$ cat config.mk
export PLATFORM = sky130hd
export DESIGN_NAME = codificador_decimal_150
export DESIGN_NICKNAME = d
export VERILOG_FILES = /design/src/rtl/codificador_decimal_150.sv
export SDC_FILE = /design/constraint.sdc
export NUM_CORES = 1
export LEC_CHECK = 0
export BUFFER_PORTS_ARGS = -buffer_cell sky130_fd_sc_hd__buf_2
export CAP_MARGIN = 20
export CORE_MARGIN = 2
export CORE_UTILIZATION = 59
export DETAILED_ROUTE_END_ITERATION = 10
export PLACE_DENSITY = 0.88
export SETUP_SLACK_MARGIN = 0.3
export SLEW_MARGIN = 0
export SYNTH_ARGS = -nofsm -noshare
export SYNTH_HDL_FRONTEND = slang
export SYNTH_SLANG_ARGS = --single-unit
export TNS_END_PERCENT = 5
$ cat constraint.sdc
create_clock -name clk -period 9.12 [get_ports clk]
set_clock_uncertainty 0.2 [all_clocks]
set_input_delay 1.824 -clock clk [delete_from_list [all_inputs] [get_ports clk]]
set_output_delay 1.824 -clock clk [all_outputs]
set_load 0.02 [all_outputs]
$ cat src/rtl/codificador_decimal_150.sv
// rtl/codificador_decimal_150.sv - BCD keypad digits to binary value with valid/ready commit (option: AUTO_COMMIT_EN)
module codificador_decimal_150 #(
  parameter int W          = 8,
  parameter int MAX_VAL    = 150,
  parameter int NUM_DIGITS = 3
) (
  input  logic         clk,
  input  logic         rst_n,
  input  logic         digit_valid,
  input  logic [3:0]   digit,
  input  logic         enter,
  input  logic         clear,
  output logic [W-1:0] num_out,
  output logic         num_valid,
  input  logic         num_ready,
  output logic [W-1:0] acc_preview,
  output logic [1:0]   digit_count,
  output logic         err
);

  typedef enum logic [1:0] {
    S_IDLE  = 2'd0,
    S_ENTRY = 2'd1,
    S_HOLD  = 2'd2,
    S_ERROR = 2'd3
  } state_t;

  // Extra 4 bits keep acc*10+digit exact so the range check sees the true value.
  localparam int             XW       = W + 4;
  localparam logic [XW-1:0]  MAX_X    = XW'(MAX_VAL);
  localparam logic [1:0]     FULL_CNT = 2'(NUM_DIGITS);

  state_t         state_q, state_d;
  logic [W-1:0]   acc_q, acc_d;
  logic [1:0]     count_q, count_d;
  logic [W-1:0]   num_out_q, num_out_d;
  logic           num_valid_q, num_valid_d;

  logic [XW-1:0]  nxt;
  logic           digit_legal;
  logic           has_room;
  logic           in_range;

  assign nxt         = ({4'b0000, acc_q} * XW'(10)) + {{W{1'b0}}, digit};
  assign digit_legal = (digit <= 4'd9);
  assign has_room    = (count_q < FULL_CNT);
  assign in_range    = (nxt <= MAX_X);

  // State register: all entry, result and FSM state.
  always_ff @(posedge clk or negedge rst_n) begin
    if (!rst_n) begin
      state_q     <= S_IDLE;
      acc_q       <= '0;
      count_q     <= '0;
      num_out_q   <= '0;
      num_valid_q <= 1'b0;
    end else begin
      state_q     <= state_d;
      acc_q       <= acc_d;
      count_q     <= count_d;
      num_out_q   <= num_out_d;
      num_valid_q <= num_valid_d;
    end
  end

  // Next-state logic: clear beats everything, enter beats a same-cycle digit.
  always_comb begin
    state_d     = state_q;
    acc_d       = acc_q;
    count_d     = count_q;
    num_out_d   = num_out_q;
    num_valid_d = num_valid_q;

    if (clear) begin
      state_d     = S_IDLE;
      acc_d       = '0;
      count_d     = '0;
      num_valid_d = 1'b0;
    end else begin
      case (state_q)
        S_IDLE, S_ENTRY: begin
          if (enter && (state_q == S_ENTRY)) begin
            state_d     = S_HOLD;
            num_out_d   = acc_q;
            num_valid_d = 1'b1;
          end else if (digit_valid && has_room) begin
            if (!digit_legal || !in_range) begin
              // acc stays at the last legal value so the echo freezes there.
              state_d = S_ERROR;
            end else begin
              acc_d   = nxt[W-1:0];
              count_d = count_q + 2'd1;
              state_d = S_ENTRY;
`ifdef AUTO_COMMIT_EN
              if ((count_q + 2'd1) == FULL_CNT) begin
                state_d     = S_HOLD;
                num_out_d   = nxt[W-1:0];
                num_valid_d = 1'b1;
              end
`endif
            end
          end
        end
        S_HOLD: begin
          if (num_ready) begin
            state_d     = S_IDLE;
            acc_d       = '0;
            count_d     = '0;
            num_valid_d = 1'b0;
          end
        end
        default: begin
          state_d = S_ERROR;
        end
      endcase
    end
  end

  // Output logic: registered values straight out, err decoded from state.
  always_comb begin
    num_out     = num_out_q;
    num_valid   = num_valid_q;
    acc_preview = acc_q;
    digit_count = count_q;
    err         = (state_q == S_ERROR);
  end

endmodule

======== Yosys cells after proc, flatten, opt, wreduce, memory -nomap -nowiden ========
Cells that the tools add are included.
operators by class
  $add $sub $neg .......................... 2
  mux-type cells .......................... 21
  bitwise logic cells ..................... 1
  reductions and logical operators ........ 12
  $lt $le $gt $ge ......................... 3
  multiply operators ...................... 1
  eq/ne operators ......................... 9
operators with widths
  cell                                                                     count
  8-bit two-way mux                                                        5
  2-bit two-way mux                                                        9
  8-bit case mux with 2 select lines                                       1
  3-bit != test (second input constant)                                    5
  12-bit by 4-bit adder with 12-bit output                                 1
  12-bit by 8-bit <= comparator with 1-bit output (second input constant)  1
  8-bit by 3-bit multiplier with 11-bit output (second input constant)     1
  2-bit case mux with 2 select lines                                       2
  3-bit AND reduction                                                      2
  5-bit AND reduction                                                      1
  2-bit == test (second input constant)                                    2
  4-bit <= comparator (second input constant)                              1
  4-bit != test (second input constant)                                    1
  1-bit two-way mux                                                        3
  3-bit nonzero test                                                       1
  2-bit by 1-bit adder with 2-bit output (second input constant)           1
  2-bit by 1-bit == test with 1-bit output (second input constant)         1
  1-bit logical AND                                                        2
  1-bit zero test                                                          2
  2-bit zero test                                                          1
  2-bit < comparator (second input constant)                               1
  1-bit case mux with 2 select lines                                       1
  2-bit AND reduction                                                      1
  2-bit OR reduction                                                       1
  other kinds (2)                                                          2
storage, ports and cells
  register bits ........................... 21
  output and inout bits ................... 20
  input bits .............................. 10

======== Depth between registers and ports, before layout ========
Gate-level depths: netlist (run 1).
  depth after elaboration ................. 10
  depth in mapped cells ................... 12

======== Worst setup path before layout (run 1) ========
Ideal clock, no wire load.
  path type ............................... input-to-reg
  start ................................... input digit[3]
  end ..................................... register count_q[0], in the netlist digit_count[0]
  setup time .............................. 125 ps
  data required time ...................... 8795 ps
  buffers on the path ..................... 1
  path slack .............................. 4939 ps
  cell stages on the path ................. 10
  arrival time ............................ 3856 ps
  cells stage by stage .................... ha_1 a21oi_1 and2_1 buf_6 nor4_2 xnor3_1 nor4_4 a21boi_4 o22ai_2 mux2_4
between the ends
  longest elaborated chain between the ends .. 6
  elaborated cells on any way between the ends .. 8
RTL lines
  item                                             line  RTL
  start, declared                                  10    input logic [3:0] digit,
  12-bit by 4-bit adder with 12-bit output         44    assign nxt = ({4'b0000, acc_q} * XW'(10)) + {{W{1'b0}}, digit};
  12-bit by 8-bit <= comparator with 1-bit output  47    assign in_range = (nxt <= MAX_X);
  1-bit zero test                                  87    if (!digit_legal || !in_range) begin
  1-bit logical OR *                               87
  3-bit != test (no line) *                        -
  5-bit AND reduction (no line) *                  -
  end signal, assigned                             60    count_q <= count_d;
  end, declared                                    35    logic [1:0] count_q, count_d;
Mark *: on every way between the ends. The rest lies on a longest branch, timed or not.
A chain may end at the register's enable or synchronous reset.

======== Worst setup path in the final report (run 1) ========
Same ends and word-level chain as after synthesis.

==> results of run 1 <==
[cell usage in the layout (no fill, tap or decap), types with 2 or more instances in the layout]
master / instances
sky130_fd_sc_hd__xor2_1: 2
sky130_fd_sc_hd__nand2b_1: 3
sky130_fd_sc_hd__o2bb2ai_1: 2
sky130_fd_sc_hd__ha_1: 16
sky130_fd_sc_hd__a32o_1: 2
sky130_fd_sc_hd__and2_1: 2
sky130_fd_sc_hd__a31oi_1: 4
sky130_fd_sc_hd__nand3_1: 3
sky130_fd_sc_hd__nor3b_1: 2
sky130_fd_sc_hd__nand2_1: 10
sky130_fd_sc_hd__nand4_1: 2
sky130_fd_sc_hd__mux2_2: 8
sky130_fd_sc_hd__dfrtp_1: 21
sky130_fd_sc_hd__o21ai_0: 5
sky130_fd_sc_hd__buf_2: 30
sky130_fd_sc_hd__nor2_1: 10
sky130_fd_sc_hd__or3_1: 2
sky130_fd_sc_hd__a21oi_1: 7
sky130_fd_sc_hd__a22o_1: 4
sky130_fd_sc_hd__xnor2_1: 5
sky130_fd_sc_hd__fa_1: 2
sky130_fd_sc_hd__inv_1: 7
sky130_fd_sc_hd__clkbuf_4: 3
sky130_fd_sc_hd__or2_2: 3
sky130_fd_sc_hd__nor2b_1: 2
[logic make-up (layout without fill, tap and decap cells)]
logic type | after synthesis | in the layout | synth area share
AOI/OAI and AO/OA | 38 | 38 | 0.190
adders and majority gates | 18 | 18 | 0.154
muxes | 10 | 10 | 0.0737
buffers and inverters | 9 | 41 | 0.0272
xor gates and xnor gates | 8 | 8 | 0.0537
DFF | 21 | 21 | 0.337
and+or+nand+nor | 44 | 44 | 0.165
[report_power, final]
group	switching (uW)	total [uW]	internal, uW
Combinational	120	208	87.6
Sequential	22.5	135	112
Clock	30.6	47.3	16.8
[state kept, by name, indices dropped and copies added (netlist names)]
signal	flops
num_out	8
digit_count	2
acc_preview	8
num_valid	1
state_q	2
[layout make-up]
cell class,count,area [um2],share of cell area
sequential,21,526,0.298
timing repair buffer,30,150,0.0852
inverter,7,26.3,0.0149
clock buffer,3,22.5,0.0128
multi-input combinational,118,993,0.564
tap,30,37.5,0.0213
clock inverter,1,7.51,0.00426
[stage by stage]
step                area [um2]  total power [uW]  hold WS, ns
floorplan                 1560               288        0.389
global placement          1730               327        0.286
detailed placement        1730               342        0.291
CTS                       1760               389        0.318
global route              1760               417        0.345
finish                    1760               390        0.312
[worst max-delay path, cell delays in order]
cell and delay, ns:
sky130_fd_sc_hd__buf_2 0.10, sky130_fd_sc_hd__ha_1 0.36, sky130_fd_sc_hd__a21oi_1 0.10, sky130_fd_sc_hd__and2_1 0.26, sky130_fd_sc_hd__nor4_2 0.29, sky130_fd_sc_hd__xnor3_1 0.30, sky130_fd_sc_hd__nor4_4 0.25, sky130_fd_sc_hd__a21boi_4 0.25
sky130_fd_sc_hd__o22ai_2 0.16, sky130_fd_sc_hd__mux2_4 0.29
[how the worst max path moves through the flow]
stage | start | to | slack [ns] | cells past startpoint
5_1_grt | digit[3] | digit_count[0]$_DFFE_PN0P_ | 4.82 | 10
3_5_place_dp | digit[3] | digit_count[0]$_DFFE_PN0P_ | 4.64 | 10
2_1_floorplan | digit[3] | digit_count[0]$_DFFE_PN0P_ | 4.94 | 10
4_1_cts | digit[3] | digit_count[0]$_DFFE_PN0P_ | 4.96 | 10
6_report | digit[3] | digit_count[0]$_DFFE_PN0P_ | 4.92 | 10
3_3_place_gp | digit[1] | digit_count[0]$_DFFE_PN0P_ | 4.78 | 11
[routing by layer]
layer	vias to the layer above	track usage	part of all wire
met5	-	0	0
met4	0	0.0662	0.014
met3	9	0.0585	0.056
met2	49	0.432	0.52
met1	626	0.287	0.41
li1	614	-	-
==> qor.yml, run 1 <==
power:
  ir_drop_mv: 0.221
  total_leakage_power_uw: 0.000896
  power.density_cell_area_nw_per_um2: 221
logic_synthesis:
  yosys.area.top_type_share: 0.337
  synthCells: 148
  synthDistinctLibCells: 47
  dominantRegCellSynth: "sky130_fd_sc_hd__dfrtp_1"
  synth.top_cells.by_area: "sky130_fd_sc_hd__dfrtp_1 (34%), sky130_fd_sc_hd__ha_1 (13%), sky130_fd_sc_hd__mux2_2 (5.8%)"
  synth.cells.most_frequent: "sky130_fd_sc_hd__dfrtp_1 (21), sky130_fd_sc_hd__ha_1 (16), sky130_fd_sc_hd__nand2_1 (10), sky130_fd_sc_hd__nor2_1 (10), sky130_fd_sc_hd__mux2_2 (8)"
  synth_enable_flop_cells: 0
  post-synth-top-count-cell: "sky130_fd_sc_hd__dfrtp_1"
  yosysSeqAreaShare: 0.337
  synthesis_warnings: 0
  yosys_register_bits: 21
  synth_nets: 176
  post_synthesis_average_cell_area_um2: 10.6
  syn-cell-area_um2: 1560
  netlist.top_cell.by_area: "sky130_fd_sc_hd__dfrtp_1"
  async_reset_ff_frac: 1.00
floorplanning:
  dieHeight_um: 55.4
  fp.dieArea_um2: 3070
  floorplan.initialDensity: 0.625
  io_pins: 30
  placeableCoreArea_um2: 2500
  std_cell_rows: 18
  die_x_um: 55.4
cells_and_area:
  drive_above_1_share: 0.311
  utilization: 0.705
  fin_nets: 209
  finished_layout_cells: 210
  final_layout_fill_cell_count: 176
  synthToLayoutAreaGrowth_pct: 12.9
  num_antenna_cells: 0
worst_setup_path:
  timing.critical_path.arrival_ns: 4.21
  path_max_fanout: 8
  ff2ff_path_depth: 12
  reg2reg_setup_slack_ns: 5.34
  worstReg2RegEnd: "digit_count[0]$_DFFE_PN0P_"
  setup.worst_path.end_class: "register"
  kind_of_start_point_of_the_critical_path: "input port"
  crit_type: "input port to register"
  worstPathRequired_ns: 9.13
  reg2reg_from: "acc_preview[1]$_DFFE_PN0P_"
outcome:
  outcome: "finished, final reports clean"
min_path:
  timing.hold.worst_path_depth: 1
  timing.hold.worst.start: "num_out[7]$_DFFE_PN0P_"
  hold-path-endpoint: "num_out[7]$_DFFE_PN0P_"
  hold_path_class: "register to register"
clock_network:
  clk_root_buffer_cell: "sky130_fd_sc_hd__clkbuf_4"
  clock_sinks: 21
  h-tree-depth: 1
  tritoncts: "built"
  cts-resized-gates: 0
  ctsLongestPathBuffers: 2
  clk_latency_ns: 0.32
  clk_pin_slew_worst_setup_hold_paths_ns: 0.12
  cts_buffers: 3
  cts_hold_buf: 0
  post_cts.repair.setup_buffers: 0
placed_design:
  finalWeightedCongestion: 0.910
  worst_case_setup_slack_after_placement_ns: 4.64
  place.detailed.instances: 205
  portBuffers: 29
  place.detailed.hpwl_um: 2760
sta:
  hold_viol_final: 0
  final_min_period_over_clock_period: 0.460
  fin_tns_setup_ns: 0
  max_slew_margin: 0.685
  slew_violations: 0
  finalSetupViolCount: 0
  rsz0062_at_grt: "no"
  worstMarginPinSlew_ns: 0.472
  timing.final.ws_setup_ns: 4.92
  timing.final.crit_period_ns: 4.20
  clock.fmax_ghz: 0.238
global_route:
  grt_max_degree: 22
  wire_length_of_the_first_global_routing_pass_um: 5920
  antenna_violations_before_repair: 0
  first_global_vias: 1314
  globalRoute.totalOverflow: 0
  grt_usage: 0.242
drt:
  wl_per_cell_um: 16.5
  route.detailed.drc: 0
  detailedRoute.firstIterationViolations: 31
  drt_first_pass_iters: 4
  num_vias: 1298
  post_drt_via_cell_ratio: 6.18
  total_detailed_routing_wirelength_um: 3470
  postRouteAntennaNets: 0
job:
  max_cap_violations: 0
Note: power is estimated with default switching activity, not from simulation.
==> inputs of run 2 (changes only) <==
CORE_UTILIZATION = 55   (was 59)
PLACE_DENSITY = 0.83   (was 0.88)
clock period = 3.95 ns   (was 9.12 ns; I/O delays follow)
==> run 2 against run 1 <==
Clock power rose by 120%; cell count rose by 3.3%; core utilization fell by 1.7 points; largest cell class unchanged; critical path depth rose by 2; die area rose by 6.7%; setup slack got worse by 4.5 ns; critical endpoint unchanged; largest power group unchanged; count of clock-buffer cells in the layout did not move; combinational power rose to 2.7 times the previous value; wire length rose by 7.0%; register-to-register slack got worse by 5.0 ns.
==> qor.yml, run 2 (same netlist as run 1, synthesis figures left out) <==
outcome:
  outcome: "finished, final reports clean"  # unchanged
sta:
  timing.final.crit_period_ns: 3.57
  final_min_period_over_clock_period: 0.904
  max_slew_margin: 0.696  # was 0.685
  clock.fmax_ghz: 0.280
  rsz0062_at_grt: "no"  # unchanged
  slew_violations: 0  # unchanged
  hold_viol_final: 0  # unchanged
  worstMarginPinSlew_ns: 0.456  # was 0.472 ns
  finalSetupViolCount: 0  # unchanged
  fin_tns_setup_ns: 0  # unchanged
floorplanning:
  io_pins: 30  # unchanged
  die_x_um: 57.3  # was 55.4 um
  std_cell_rows: 19  # was 18
  floorplan.initialDensity: 0.571  # was 0.625
  dieHeight_um: 57.3  # was 55.4 um
  fp.dieArea_um2: 3280  # was 3070 um2
  placeableCoreArea_um2: 2730  # was 2500 um2
worst_setup_path:
  worstPathRequired_ns: 3.95  # was 9.13 ns
  critical_path_s_slowest_cell: "sky130_fd_sc_hd__dfrtp_1"  # was sky130_fd_sc_hd__ha_1
  crit_type: "register to register"  # was input port to register
  critPathMaxStageDelay_ns: 0.43  # was 0.36 ns
  path_cells: "ha_1 -> ha_2 -> inv_1 -> fa_2 -> xnor2_4 -> nand2_2 -> nor4_2 -> xnor3_1 -> nor4_4 -> a21boi_4 -> o22ai_4 -> mux2_4"  # was buf_2 -> ha_1 -> a21oi_1 -> and2_1 -> nor4_2 -> xnor3_1 -> nor4_4 -> a21boi_4 -> o22ai_2 -> mux2_4
  kind_of_start_point_of_the_critical_path: "register"  # was input port
  path_max_fanout: 8  # unchanged
  timing.critical_path.max_delay_family: "adder cells"  # was simple AND/OR/NAND/NOR gates
  timing.critical_path.arrival_ns: 3.57  # was 4.21 ns
  critical_path.n_buffers_inverters: 1  # unchanged
  setup.worst_path.end_class: "register"  # unchanged
drt:
  post_drt_via_cell_ratio: 6.18  # about the same
  num_vias: 1340  # was 1298
  drt_first_pass_iters: 4  # unchanged
  wl_per_cell_um: 17.1  # was 16.5 um
  detailedRoute.firstIterationViolations: 30  # was 31
  total_detailed_routing_wirelength_um: 3720  # was 3470 um
  postRouteAntennaNets: 0  # unchanged
  route.detailed.drc: 0  # unchanged
min_path:
  hold_path_class: "input port to asynchronous set/reset pin"  # was register to register
clock_network:
  clk_latency_ns: 0.30  # was 0.32 ns
  clk_pin_slew_worst_setup_hold_paths_ns: 0.12  # about the same
  clock_sinks: 21  # unchanged
  tritoncts: "built"  # unchanged
  h-tree-depth: 1  # unchanged
  clk_root_buffer_cell: "sky130_fd_sc_hd__clkbuf_4"  # unchanged
  cts_buffers: 3  # unchanged
  ctsLongestPathBuffers: 2  # unchanged
job:
  max_cap_violations: 0  # unchanged
cells_and_area:
  drive_above_1_share: 0.371  # was 0.311
  fin_nets: 215  # was 209
  mostFrequentLayoutCell: "sky130_fd_sc_hd__buf_2"  # unchanged
  top_library_cells_by_usage_in_the_layout_fill_and_taps_aside: "sky130_fd_sc_hd__buf_2 (29), sky130_fd_sc_hd__dfrtp_1 (20), sky130_fd_sc_hd__ha_1 (15)"  # was sky130_fd_sc_hd__buf_2 (30), sky130_fd_sc_hd__dfrtp_1 (21), sky130_fd_sc_hd__ha_1 (16)
  num_antenna_cells: 0  # unchanged
  utilization: 0.688  # was 0.705
  synthToLayoutAreaGrowth_pct: 20.5  # was 12.9%
  final_layout_fill_cell_count: 210  # was 176
  final-seq-area_um2: 527  # was 526 um2
  multi_input_combinational_cell_area_um2: 1050  # was 993 um2
power:
  total_leakage_power_uw: 0.000943  # was 0.000896 uW
  ir_drop_mv: 0.527  # was 0.221 mV
  power.density_cell_area_nw_per_um2: 513  # was 221 nW/um2
  totalPowerFinal_uw: 966  # was 390 uW
placed_design:
  portBuffers: 29  # unchanged
  place.detailed.hpwl_um: 2730  # was 2760 um
  finalWeightedCongestion: 0.883  # was 0.910
global_route:
  antenna_violations_before_repair: 0  # unchanged
  grt_max_degree: 22  # unchanged
  wire_length_of_the_first_global_routing_pass_um: 5930  # was 5920 um
  globalRoute.totalOverflow: 0  # unchanged
  first_global_vias: 1273  # was 1314
  grt_usage: 0.231  # was 0.242
-- run 2: stage by stage --
| step | cells | hold slack [ns] | cell area (um2) | worst slack (ns) |
|---|---|---|---|---|
| floorplan | 148 | 0.294 | 1560 | 0.491 |
| detailed placement | 207 | 0.290 | 1740 | 0.277 |
| finish | 217 | 0.214 | 1880 | 0.380 |
| global placement | 207 | 0.284 | 1740 | 0.457 |
| CTS | 211 | 0.231 | 1770 | 0.338 |
| global route | 217 | 0.243 | 1880 | 0.242 |
-- run 2: report_power, final --
group / leakage, uW / total (uW) / internal, uW / switching (uW)
Combinational: 0.000639 / 557 / 243 / 314
Sequential: 0.000286 / 305 / 259 / 46.1
Clock: 0.0000177 / 103 / 37.7 / 65.0
-- run 2: final timing paths --
kind / from / end / slack [ns] / cells after the start
max: acc_preview[3]$_DFFE_PN0P_ / digit_count[0]$_DFFE_PN0P_ / 0.38 / 12
min: rst_n / state_q[1]$_DFFE_PN0P_ / 0.21 / 1
max reg2reg: acc_preview[3]$_DFFE_PN0P_ / digit_count[0]$_DFFE_PN0P_ / 0.38 / 12
min reg2reg: num_out[4]$_DFFE_PN0P_ / num_out[4]$_DFFE_PN0P_ / 0.31 / 1
max in group asynchronous: rst_n / acc_preview[1]$_DFFE_PN0P_ / 2.99 / 1
min in group clk: num_out[4]$_DFFE_PN0P_ / num_out[4]$_DFFE_PN0P_ / 0.31 / 1
-- run 2: timing repair --
item	4_1_cts	5_1_grt
setup buffers	0	6
endpoints found under the setup margin	1	9
pin swaps	0	5
hold buffers	0	0
resized for setup	2	10
-- run 2: final cells by class --
cell class              instances  share of cell area
clock buffers                   3              0.0120
clock inverters                 1             0.00266
inverters                       7              0.0140
multi-input cells             118               0.559
flip-flops and latches         21               0.280
well taps                      31              0.0206
repair buffers                 36               0.112
-- run 2: per-layer routing --
layer	vias to the layer above	global-route usage	share of wire
met5	-	0	0
met4	0	0.0432	0.027
met3	13	0.0499	0.057
met2	61	0.411	0.52
met1	641	0.293	0.40
li1	625	-	-
-- run 2: worst reg2reg max path: cells and delay by family, from the launching register on --
family          cells  cell delay [ns]
compound gates      2             0.43
xor+xnor            2             0.54
fa+ha+maj           3             0.92
buf+inv             1             0.07
flops               1             0.43
mux                 1             0.28
simple gates        3             0.60
==> inputs of run 3 (changes only) <==
CELL_PAD_IN_SITES_DETAIL_PLACEMENT = 1   (was default)
CELL_PAD_IN_SITES_GLOBAL_PLACEMENT = 2   (was default)
CORE_UTILIZATION = 35   (was 55)
==> run 3 against run 2 <==
Hold slack gained 0.069 ns; power grew 6.6%; largest cell class unchanged; register-to-register slack lost 0.04 ns; count of clock-buffer cells in the layout is the same; sequential share of layout area shrank 0.65 points; die area grew 53%.
==> qor.yml, run 3 (same netlist as run 1, synthesis figures left out) <==
outcome:
  outcome: "finished, final reports clean"  # unchanged
worst_setup_path:
  critPathMaxStageDelay_ns: 0.48  # was 0.43 ns
  timing.critical_path.max_delay_family: "compound AO/OA/AOI/OAI gates"  # was adder cells
  kind_of_start_point_of_the_critical_path: "register"  # unchanged
  setup.worst_path.end_class: "register"  # unchanged
  crit_type: "register to register"  # unchanged
  worstPathRequired_ns: 3.90  # was 3.95 ns
  critical_path_s_slowest_cell: "sky130_fd_sc_hd__a2111oi_2"  # was sky130_fd_sc_hd__dfrtp_1
  path_max_fanout: 8  # unchanged
  critical_path.n_buffers_inverters: 1  # unchanged
  path_cells: "buf_4 -> ha_1 -> ha_1 -> nor2b_4 -> o21a_1 -> or3_1 -> a2111oi_2 -> o31ai_2 -> a21boi_4 -> o22ai_4 -> mux2_4"  # was ha_1 -> ha_2 -> inv_1 -> fa_2 -> xnor2_4 -> nand2_2 -> nor4_2 -> xnor3_1 -> nor4_4 -> a21boi_4 -> o22ai_4 -> mux2_4
  timing.critical_path.arrival_ns: 3.57  # about the same
  critical-path-top-cell-by-count: "sky130_fd_sc_hd__ha_1"
global_route:
  grt.met3_usage: 0.0313  # was 0.0499
  first_global_vias: 1446  # was 1273
  grt_max_degree: 22  # unchanged
  grt_usage: 0.178  # was 0.231
  gr-usage-met2: 0.345  # was 0.411
  grt.busiest_layer: "met2"  # unchanged
  globalRoute.totalOverflow: 0  # unchanged
  use_met1: 0.213  # was 0.293
  wire_length_of_the_first_global_routing_pass_um: 7120  # was 5930 um
  antenna_violations_before_repair: 0  # unchanged
power:
  total_leakage_power_uw: 0.000965  # was 0.000943 uW
  power.density_cell_area_nw_per_um2: 534  # was 513 nW/um2
  ir_drop_mv: 0.274  # was 0.527 mV
  totalPowerFinal_uw: 1030  # was 966 uW
clock_network:
  cts_buffers: 3  # unchanged
  cts_hold_buf: 0  # unchanged
  tritoncts: "built"  # unchanged
  h-tree-depth: 1  # unchanged
  clk_root_buffer_cell: "sky130_fd_sc_hd__clkbuf_8"  # was sky130_fd_sc_hd__clkbuf_4
  clk_latency_ns: 0.26  # was 0.30 ns
  clk_pin_slew_worst_setup_hold_paths_ns: 0.08  # was 0.12 ns
  ctsLongestPathBuffers: 2  # unchanged
  clock_sinks: 21  # unchanged
cells_and_area:
  final_layout_fill_cell_count: 515  # was 210
  drive_above_1_share: 0.380  # was 0.371
  multi_input_combinational_cell_area_um2: 1050  # about the same
  utilization: 0.446  # was 0.688
  final_design_area_no_fill_um2: 1930  # was 1880 um2
  mostFrequentLayoutCell: "sky130_fd_sc_hd__buf_2"  # unchanged
  num_antenna_cells: 0  # unchanged
  fin_nets: 216  # was 215
  top_library_cells_by_usage_in_the_layout_fill_and_taps_aside: "sky130_fd_sc_hd__buf_2 (29), sky130_fd_sc_hd__dfrtp_1 (20), sky130_fd_sc_hd__ha_1 (15)"  # unchanged
  final-seq-area_um2: 527  # unchanged
  synthToLayoutAreaGrowth_pct: 23.4  # was 20.5%
drt:
  wl_per_cell_um: 18.5  # was 17.1 um
  num_vias: 1307  # was 1340
  detailedRoute.firstIterationViolations: 38  # was 30
  total_detailed_routing_wirelength_um: 4430  # was 3720 um
  route.detailed.drc: 0  # unchanged
  post_drt_via_cell_ratio: 5.47  # was 6.18
  postRouteAntennaNets: 0  # unchanged
  drt_first_pass_iters: 4  # unchanged
floorplanning:
  std_cell_rows: 24  # was 19
  io_pins: 30  # unchanged
  floorplan.initialDensity: 0.361  # was 0.571
  placeableCoreArea_um2: 4320  # was 2730 um2
  die_x_um: 70.8  # was 57.3 um
  fp.dieArea_um2: 5010  # was 3280 um2
  dieHeight_um: 70.8  # was 57.3 um
sta:
  fin_tns_setup_ns: 0  # unchanged
  timing.final.crit_period_ns: 3.61  # was 3.57 ns
  hold_viol_final: 0  # unchanged
  slew_violations: 0  # unchanged
  final_min_period_over_clock_period: 0.915  # was 0.904
  finalSetupViolCount: 0  # unchanged
  max_slew_margin: 0.649  # was 0.696
  rsz0062_at_grt: "no"  # unchanged
  timing.final.ws_setup_ns: 0.337  # was 0.380 ns
  worstMarginPinSlew_ns: 0.527  # was 0.456 ns
  clock.fmax_ghz: 0.277  # was 0.280 GHz
placed_design:
  finalWeightedCongestion: 0.830  # was 0.883
  place.detailed.hpwl_um: 3410  # was 2730 um
  portBuffers: 29  # unchanged
  detailed_place.area_um2: 1780  # was 1740 um2
  worst_case_setup_slack_after_placement_ns: 0.213  # was 0.277 ns
job:
  max_cap_violations: 0  # unchanged
min_path:
  hold_path_class: "input port to asynchronous set/reset pin"  # unchanged
run 3: cell count changes in the layout (fill, tap and decap cells not counted):
| cell | delta |
|---|---|
| sky130_fd_sc_hd__clkinvlp_4 | +1 |
| sky130_fd_sc_hd__inv_2 | +1 |
| sky130_fd_sc_hd__nor3b_4 | +1 |
| sky130_fd_sc_hd__a2111oi_4 | -1 |
| sky130_fd_sc_hd__clkbuf_4 | -3 |
| sky130_fd_sc_hd__nor4_4 | +1 |
| sky130_fd_sc_hd__buf_4 | +2 |
| sky130_fd_sc_hd__nor3b_2 | -1 |
| sky130_fd_sc_hd__clkinv_2 | -1 |
| sky130_fd_sc_hd__inv_1 | -1 |
| sky130_fd_sc_hd__a2111oi_2 | +1 |
| sky130_fd_sc_hd__buf_12 | -1 |
| sky130_fd_sc_hd__clkbuf_8 | +3 |
| sky130_fd_sc_hd__nor4_2 | -1 |
run 3: layout make-up:
type | instances | share of cell area
Timing Repair Buffer | 37 | 0.106
Clock inverter | 1 | 0.00390
Inverter | 7 | 0.0136
Multi-Input combinational cell | 118 | 0.547
Tap cell | 52 | 0.0338
Clock buffer | 3 | 0.0214
Sequential cell | 21 | 0.273
run 3: path summary, 6_finish.rpt:
check | startpoint | end | slack [ns] | depth (start not counted)
worst max-delay path | acc_preview[3]$_DFFE_PN0P_ | digit_count[0]$_DFFE_PN0P_ | 0.34 | 11
worst min-delay path | rst_n | state_q[1]$_DFFE_PN0P_ | 0.28 | 1
worst max register to register | acc_preview[3]$_DFFE_PN0P_ | digit_count[0]$_DFFE_PN0P_ | 0.34 | 11
max in group asynchronous | rst_n | acc_preview[1]$_DFFE_PN0P_ | 2.90 | 1
min in group clk | num_out[3]$_DFFE_PN0P_ | num_out[3]$_DFFE_PN0P_ | 0.31 | 1
worst min register to register | num_out[3]$_DFFE_PN0P_ | num_out[3]$_DFFE_PN0P_ | 0.31 | 1
run 3: timing repair:
action	4_1_cts	5_1_grt
setup buffers	1	4
setup endpoints to repair	7	9
resized for setup	3	11
pin swaps	0	4
run 3: metal layers:
metal	wire length, um	part of all wire	vias to the layer above
li1	-	-	627
met1	1880	0.42	647
met2	2370	0.54	29
met3	149	0.034	4
met4	27	0.0061	0
met5	0	0	-
run 3: report_power, final:
| group | switching [uW] | leakage, uW | internal (uW) | total, uW |
|---|---|---|---|---|
| registers | 45.3 | 0.000286 | 260 | 305 |
| logic | 329 | 0.000658 | 249 | 578 |
| clock network | 75.1 | 0.0000217 | 71.3 | 146 |
| total | 449 | 0.000965 | 580 | 1030 |
run 3: per-stage QoR:
step                      instances  hold slack (ns)
final                           239            0.283
after global routing            239            0.308
after CTS                       235            0.291
after detailed placement        230            0.298
after global placement          230            0.285
after floorplan                 148            0.294
